<file path="config.mk">
export PLATFORM = sky130hd
export DESIGN_NAME = generador_cuenta_vga
export DESIGN_NICKNAME = d
export VERILOG_FILES = /design/src/rtl/generador_cuenta_vga_pkg.sv /design/src/rtl/generador_cuenta_vga_contador.sv /design/src/rtl/generador_cuenta_vga.sv
export SDC_FILE = /design/constraint.sdc
export NUM_CORES = 1
export LEC_CHECK = 0
export ABC_AREA = 0
export BUFFER_PORTS_ARGS = -buffer_cell sky130_fd_sc_hd__buf_2
export CELL_PAD_IN_SITES_DETAIL_PLACEMENT = 1
export CELL_PAD_IN_SITES_GLOBAL_PLACEMENT = 2
export CORE_AREA = 2 2 78 80
export DETAILED_ROUTE_END_ITERATION = 10
export DIE_AREA = 0 0 80 82
export PLACE_DENSITY_LB_ADDON = 0.1
export SYNTH_ARGS = -nofsm -noshare
export SYNTH_HDL_FRONTEND = slang
export SYNTH_SLANG_ARGS = --single-unit
</file>
<file path="constraint.sdc">
create_clock -name clk -period 1.9 [get_ports clk]
set_input_delay 0.095 -clock clk [delete_from_list [all_inputs] [get_ports clk]]
set_output_delay 0.095 -clock clk [all_outputs]
set_load 0.05 [all_outputs]
</file>
<file path="src/rtl/generador_cuenta_vga_pkg.sv">
// Shared 640x480@60 timing defaults, derived totals and the decode record
// used by the pixel-count generator and its counters.
package generador_cuenta_vga_pkg;

   localparam int H_VISIBLE_DEF = 640;
   localparam int H_FRONT_DEF   = 16;
   localparam int H_SYNC_DEF    = 96;
   localparam int H_BACK_DEF    = 48;
   localparam int V_VISIBLE_DEF = 480;
   localparam int V_FRONT_DEF   = 10;
   localparam int V_SYNC_DEF    = 2;
   localparam int V_BACK_DEF    = 33;

   localparam int H_TOTAL_DEF = H_VISIBLE_DEF + H_FRONT_DEF + H_SYNC_DEF + H_BACK_DEF;
   localparam int V_TOTAL_DEF = V_VISIBLE_DEF + V_FRONT_DEF + V_SYNC_DEF + V_BACK_DEF;

   localparam int CNT_W = 11;

   typedef struct packed {
      logic hsync;
      logic vsync;
      logic video_on;
   } decod_t;

   // Width able to hold 0..n-1; never below one bit so a divide-by-1 still elaborates
   function automatic int ancho_cuenta(input int n);
      return (n < 2) ? 1 : $clog2(n);
   endfunction

endpackage

</file>
<file path="src/rtl/generador_cuenta_vga_contador.sv">
// Modulo-N counter with enable; exposes the registered count, the value it
// will take on the next edge, and a terminal-count flag.
module contador_modulo #(
   parameter int N = 2,
   parameter int W = 1
) (
   input  logic         clk,
   input  logic         rst,
   input  logic         i_en,
   output logic [W-1:0] o_cuenta,
   output logic [W-1:0] o_siguiente,
   output logic         o_tc
);

   localparam logic [W-1:0] MAXIMO = W'(N - 1);

   logic [W-1:0] r_cuenta;
   logic [W-1:0] w_siguiente;

   assign o_tc = (r_cuenta == MAXIMO);

   always_comb begin
      w_siguiente = r_cuenta;
      if (i_en)
         w_siguiente = o_tc ? '0 : r_cuenta + 1'b1;
   end

   always_ff @(posedge clk or posedge rst) begin
      if (rst)
         r_cuenta <= '0;
      else
         r_cuenta <= w_siguiente;
   end

   assign o_cuenta    = r_cuenta;
   assign o_siguiente = w_siguiente;

endmodule

</file>
<file path="src/rtl/generador_cuenta_vga.sv">
// VGA pixel-timing generator: prescaled pixel tick, horizontal/vertical
// counts, registered sync/video decode and an end-of-frame pulse.
module generador_cuenta_vga
   import generador_cuenta_vga_pkg::*;
#(
   parameter int   CLK_DIV   = 2,
   parameter int   H_VISIBLE = H_VISIBLE_DEF,
   parameter int   H_FRONT   = H_FRONT_DEF,
   parameter int   H_SYNC    = H_SYNC_DEF,
   parameter int   H_BACK    = H_BACK_DEF,
   parameter int   V_VISIBLE = V_VISIBLE_DEF,
   parameter int   V_FRONT   = V_FRONT_DEF,
   parameter int   V_SYNC    = V_SYNC_DEF,
   parameter int   V_BACK    = V_BACK_DEF,
   parameter logic SYNC_POL  = 1'b0
) (
   input  logic             clk,
   input  logic             reset,
   input  logic             habilitar,
   output logic             pixel_tick,
   output logic [CNT_W-1:0] hcont,
   output logic [CNT_W-1:0] vcont,
   output logic             hsync,
   output logic             vsync,
   output logic             video_on,
   output logic             fin_cuadro
);

   localparam int H_TOTAL = H_VISIBLE + H_FRONT + H_SYNC + H_BACK;
   localparam int V_TOTAL = V_VISIBLE + V_FRONT + V_SYNC + V_BACK;
   localparam int PW      = ancho_cuenta(CLK_DIV);

   localparam logic [CNT_W-1:0] H_VIS    = CNT_W'(H_VISIBLE);
   localparam logic [CNT_W-1:0] HS_INI   = CNT_W'(H_VISIBLE + H_FRONT);
   localparam logic [CNT_W-1:0] HS_FIN   = CNT_W'(H_VISIBLE + H_FRONT + H_SYNC);
   localparam logic [CNT_W-1:0] V_VIS    = CNT_W'(V_VISIBLE);
   localparam logic [CNT_W-1:0] VS_INI   = CNT_W'(V_VISIBLE + V_FRONT);
   localparam logic [CNT_W-1:0] VS_FIN   = CNT_W'(V_VISIBLE + V_FRONT + V_SYNC);

   logic [PW-1:0]    w_unused_presc_cuenta;
   logic [PW-1:0]    w_unused_presc_sig;
   logic             w_presc_tc;
   logic             w_h_tc;
   logic             w_v_tc;
   logic [CNT_W-1:0] w_h_sig;
   logic [CNT_W-1:0] w_v_sig;
   decod_t           w_dec;
   decod_t           r_dec;

   contador_modulo #(.N(CLK_DIV), .W(PW)) u_prescaler (
      .clk         (clk),
      .rst         (reset),
      .i_en        (habilitar),
      .o_cuenta    (w_unused_presc_cuenta),
      .o_siguiente (w_unused_presc_sig),
      .o_tc        (w_presc_tc)
   );

   // Reset gating keeps the tick low while held in reset, which matters for CLK_DIV=1
   assign pixel_tick = habilitar & w_presc_tc & ~reset;
   assign fin_cuadro = pixel_tick & w_h_tc & w_v_tc;

   contador_modulo #(.N(H_TOTAL), .W(CNT_W)) u_hcont (
      .clk         (clk),
      .rst         (reset),
      .i_en        (pixel_tick),
      .o_cuenta    (hcont),
      .o_siguiente (w_h_sig),
      .o_tc        (w_h_tc)
   );

   contador_modulo #(.N(V_TOTAL), .W(CNT_W)) u_vcont (
      .clk         (clk),
      .rst         (reset),
      .i_en        (pixel_tick & w_h_tc),
      .o_cuenta    (vcont),
      .o_siguiente (w_v_sig),
      .o_tc        (w_v_tc)
   );

   // Decoding the next counts lets the registered syncs move on the same edge as the counts
   always_comb begin
      w_dec          = '0;
      w_dec.hsync    = ((w_h_sig >= HS_INI) && (w_h_sig < HS_FIN)) ? SYNC_POL : ~SYNC_POL;
      w_dec.vsync    = ((w_v_sig >= VS_INI) && (w_v_sig < VS_FIN)) ? SYNC_POL : ~SYNC_POL;
      w_dec.video_on = (w_h_sig < H_VIS) && (w_v_sig < V_VIS);
   end

   always_ff @(posedge clk or posedge reset) begin
      if (reset) begin
         r_dec.hsync    <= ~SYNC_POL;
         r_dec.vsync    <= ~SYNC_POL;
         r_dec.video_on <= 1'b0;
      end else begin
         r_dec <= w_dec;
      end
   end

   assign hsync    = r_dec.hsync;
   assign vsync    = r_dec.vsync;
   assign video_on = r_dec.video_on;

endmodule

</file>
Word-level counts from Yosys, hierarchy flattened
Cells that the tools add are included.
Widths: inputs -> output; s select.
{ "totals": {"regBits": 26, "in_bits": 3, "output_inout_bits": 27, "word_cells": 32} }
{ "op_classes": {"add_sub_neg": 3, "order_cmp": 6, "eq_ne": 2, "muxes": 7, "bitwise_logic": 5, "n_reduce_logical": 3} }
{ "ops": {"columns": ["op", "n"], "rows": [
  ["$mux 11", 4],
  ["$add 11x1->11 const B", 2],
  ["$eq 11x10->1 const B", 2],
  ["$lt 11x10->1 const B", 2],
  ["$lt 11x9->1 const B", 2],
  ["$ge 11x10->1 const B", 1],
  ["$ge 11x9->1 const B", 1],
  ["$and 1x1->1", 4],
  ["$logic_and 1x1->1", 3],
  ["$mux 1", 3],
  ["$add 1x1->1 const B", 1],
  ["$not 1->1", 1]
]} }

Logic depth before layout (Yosys ltp)
{ "depth": {"ltp_word": 7, "depth_mapped": 7, "ltp_nobuf": 7} }

Cells and area by module
Synthesis repeated with hierarchy kept, for this count alone.
{ "unflattened": {"hier_cells": 139, "area_unflattened_um2": 1401.3} }
{ "modules_own_cells": {"columns": ["mod", "instances", "cells_each", "area_per_inst_um2"], "rows": [
  ["contador_modulo at u_hcont", 1, 58, 594.3],
  ["contador_modulo at u_vcont", 1, 60, 586.8],
  ["generador_cuenta_vga", 1, 17, 175.2],
  ["contador_modulo at u_prescaler", 1, 4, 45.0]
]} }

Worst setup path before layout
OpenSTA, ideal clock, no wires.
{ "synth_timing": {"kind": "reg2reg", "startpoint": "register u_hcont.r_cuenta[0] (netlist: u_hcont.o_cuenta[0])", "endpoint": "register, netlist name video_on", "setup_time_ps": 111, "t_arrival_ps": 2260, "required_time_ps": 1789, "setup_slack_ps": -472, "stages_incl_launch_ff": 7, "path_buffers": 0, "synth_period_minus_slack_ps": 2372, "path_cell_list": "dfrtp_1 ha_1 nand3_1 nor4_4 o21ai_2 a211o_1 a2111oi_2"} }
{ "synth_lines": {"columns": ["element", "line_no", "rtl"], "rows": [
  ["start, declared", "generador_cuenta_vga_contador.sv:17", "logic [W-1:0] r_cuenta;"],
  ["start signal, assigned", "generador_cuenta_vga_contador.sv:32", "r_cuenta <= w_siguiente;"]
]} }

==> results_dict.tcl <==
set metrics [dict create \
    vias 1807 \
    criticalPathCategory "reg2reg" \
    reg2reg_to "video_on" \
    syn_inst 181 \
    holdPathStages 4 \
    cp.arrival_ns 2.05 \
    placed_cell_area_mm2 0.002320 \
    syn_area_mm2 0.001675 \
    finalSetupViolations 0 \
    cts_tree "yes" \
    synth.distinct_cells 56 \
    ir_drop_uv 663.3 \
    routed_wl_um 6008 \
    relSlewSlack 0.6902 \
    path_cells "ha_4 > and3_4 > nand4_1 > buf_4 > o211ai_1 > a221oi_2 > a2111oi_2" \
    min_to "u_hcont.o_cuenta[1]" \
    clk_pin_slew_ns 0.10 \
    track_usage 0.1911 \
    finalCritPeriodShare 0.9962 \
    yosys.area.top_type_share 0.3585 \
    reg2reg_from "u_hcont.o_cuenta[1]" \
    grt_max_degree 27 \
    ant_nets 0 \
    nNetsFinal 273 \
    gr-total-overflow 0 \
    drive_gt1_frac 0.5113 \
    dp_hpwl_um 4729 \
    gp_congestion 0.8914 \
    crit_fanout 4 \
    htreeDepth 1 \
    grt_pass1_wl_um 9549 \
    async_flop_share 1.000 \
    diodes 0 \
    cap_violations 0 \
    io_pins 30 \
    drc 0 \
    p_per_area_mw_per_mm2 593.3 \
    cp.required_ns 2.06 \
    fp.dieW_um 80 \
    initial_core_util 0.2916 \
    antenna_found_initial 0 \
    r2r_slack_ns 0.007 \
    final_core_util 0.4368 \
    fp.coreArea_mm2 0.005746 \
    synth_seq_cells 26 \
    port-buffer-count 29 \
    p_leak_nw 1.151 \
    clockRootBuffer "clkbuf_8" \
    worstHoldPathType "in2reg" \
    finalCriticalPeriod_ns 1.893 \
    firstDrtPassIters 4 \
    reg2reg_depth 7 \
    worstSkewPairLatency_ns 0.28 \
    yosys_warnings 0 \
    startpoint_type "register" \
    num_rows 28 \
    synth_common_cells "24 x dfrtp_1, 20 x nand2_1, 12 x o21ai_0" \
    synthFlopType "dfrtp_1" \
    synthTopCellsByArea "dfrtp_1 36%, nand2_1 4.5%, and4_1 3.7%" \
    status "finished clean" \
    ctsLongestPathBuffers 2 \
    timing.fmax_mhz 528.3 \
    crit_path_top_delay_cell "dfrtp_2" \
    slew_viol_final 0 \
    synth_edf_count 0 \
    whs_ns 0.3075 \
    first_iter_violations 48 \
    die_h_um 82 \
    report.final.hold_viol_count 0 \
    cts_sinks 26 \
    seq_area_frac_synth 0.3898 \
    yosysMostFrequentCell "dfrtp_1" \
    finalClockSkew_ns 0.01634 \
    area_delta_synth_final_pct 49.81 \
    slowest_delay_ns 0.40 \
    cts_buffers 3 \
    hp-start "reset" \
    grt_pass1_vias 1896 \
    postSynthAreaPerCell_um2 9.256 \
    avgViaCountPerCell 5.299 \
    synth_area_leader_cell "dfrtp_1" \
    avgRoutedWirePerCell_um 17.62 \
    critPathCaptureType "register" \
    tightest_slew_ns 0.4587 \
    postSynthNetCount 187 \
    dieArea_mm2 0.006560 \
    rsz0062_at_grt "true" \
    final_area_mm2 0.002510 \
]
## report_power, final
part | total [mW] | internal (mW) | switching (mW) | leakage (nW)
combinational | 0.457 | 0.159 | 0.298 | 0.806
clock | 0.371 | 0.185 | 0.186 | 0.0288
sequential | 0.661 | 0.610 | 0.0508 | 0.317
total | 1.49 | 0.954 | 0.535 | 1.15
## state kept, by name (all words and copies together), names as in the netlist
signal / flops
hsync: 1
u_hcont.o_cuenta: 11
u_prescaler.o_cuenta: 1
u_vcont.o_cuenta: 11
video_on: 1
vsync: 1
## cells in the final DEF, fill, tap and decap left out, types with 4 or more instances in the layout
cell type	instances
nor2_1	8
dfrtp_1	10
buf_2	28
dfrtp_2	14
xor2_1	5
o21ai_0	11
nand2_1	19
buf_4	58
clkbuf_8	4
nand4_1	8
xnor2_1	6
inv_1	7
nand3_1	9
and4_1	6
## repair_timing
action,in CTS,in global routing
endpoints found under the hold margin,25,0
setup buffers,3,2
gates resized for setup,12,6
hold buffers,2,0
pin swaps,7,9
endpoints found under the setup margin,3,9
## area by class of cell
class	count	area [um^2]
Timing Repair Buffer	91	629.4
Inverter	9	35.03
Sequential cell	26	670.6
Tap cell	75	93.84
Fill cell	685	3236
Clock buffer	4	55.05
Multi-Input combinational cell	136	1026
## critical path, delay by kind of cell (launching register included)
| family | cells | cell delay (ns) |
|---|---|---|
| AO/OA/AOI/OAI | 3 | 0.67 |
| adder cells (fa/ha/maj) | 1 | 0.15 |
| buffers and inverters | 1 | 0.19 |
| flip-flops | 1 | 0.40 |
| AND/OR/NAND/NOR | 2 | 0.36 |
## layer usage
layer / share of wire / vias to the layer above / global-route usage
li1: - / 848 / -
met1: 0.43 / 909 / 0.2302
met2: 0.52 / 38 / 0.3533
met3: 0.023 / 12 / 0.01758
met4: 0.026 / 0 / 0.06949
met5: 0 / - / 0
## stage by stage
step / instances / power [mW] / setup slack, ns / setup TNS (ns)
floorplan: 181 / 0.9504 / -0.2011 / -0.6001
global placement: 331 / 1.114 / 0.003559 / 0
detailed placement: 331 / 1.130 / -0.08371 / -0.1248
CTS: 339 / 1.518 / -0.01206 / -0.01206
global route: 341 / 1.585 / -0.09878 / -0.2911
finish: 341 / 1.489 / 0.007284 / 0
## logic make-up after synthesis
group | synth area share
simple gates | 0.2860
compound gates | 0.1904
flops | 0.3898
buf+inv | 0.05376
xor+xnor | 0.05750
fa+ha+maj | 0.02241
## how the worst max path moves through the flow
| stage | slack [ns] | depth (start not counted) | end | from |
|---|---|---|---|---|
| 6_report | 0.007 | 7 | video_on | u_hcont.o_cuenta[1] |
| 5_1_grt | -0.1 | 6 | vsync | u_hcont.o_cuenta[7] |
| 4_1_cts | -0.01 | 6 | vsync | u_hcont.o_cuenta[6] |
| 3_5_place_dp | -0.08 | 8 | vsync | u_vcont.o_cuenta[1] |
| 3_3_place_gp | 0.004 | 8 | vsync | u_vcont.o_cuenta[0] |
| 2_1_floorplan | -0.20 | 6 | video_on | u_hcont.o_cuenta[6] |
No activity file was read; power rests on OpenSTA's default activity.
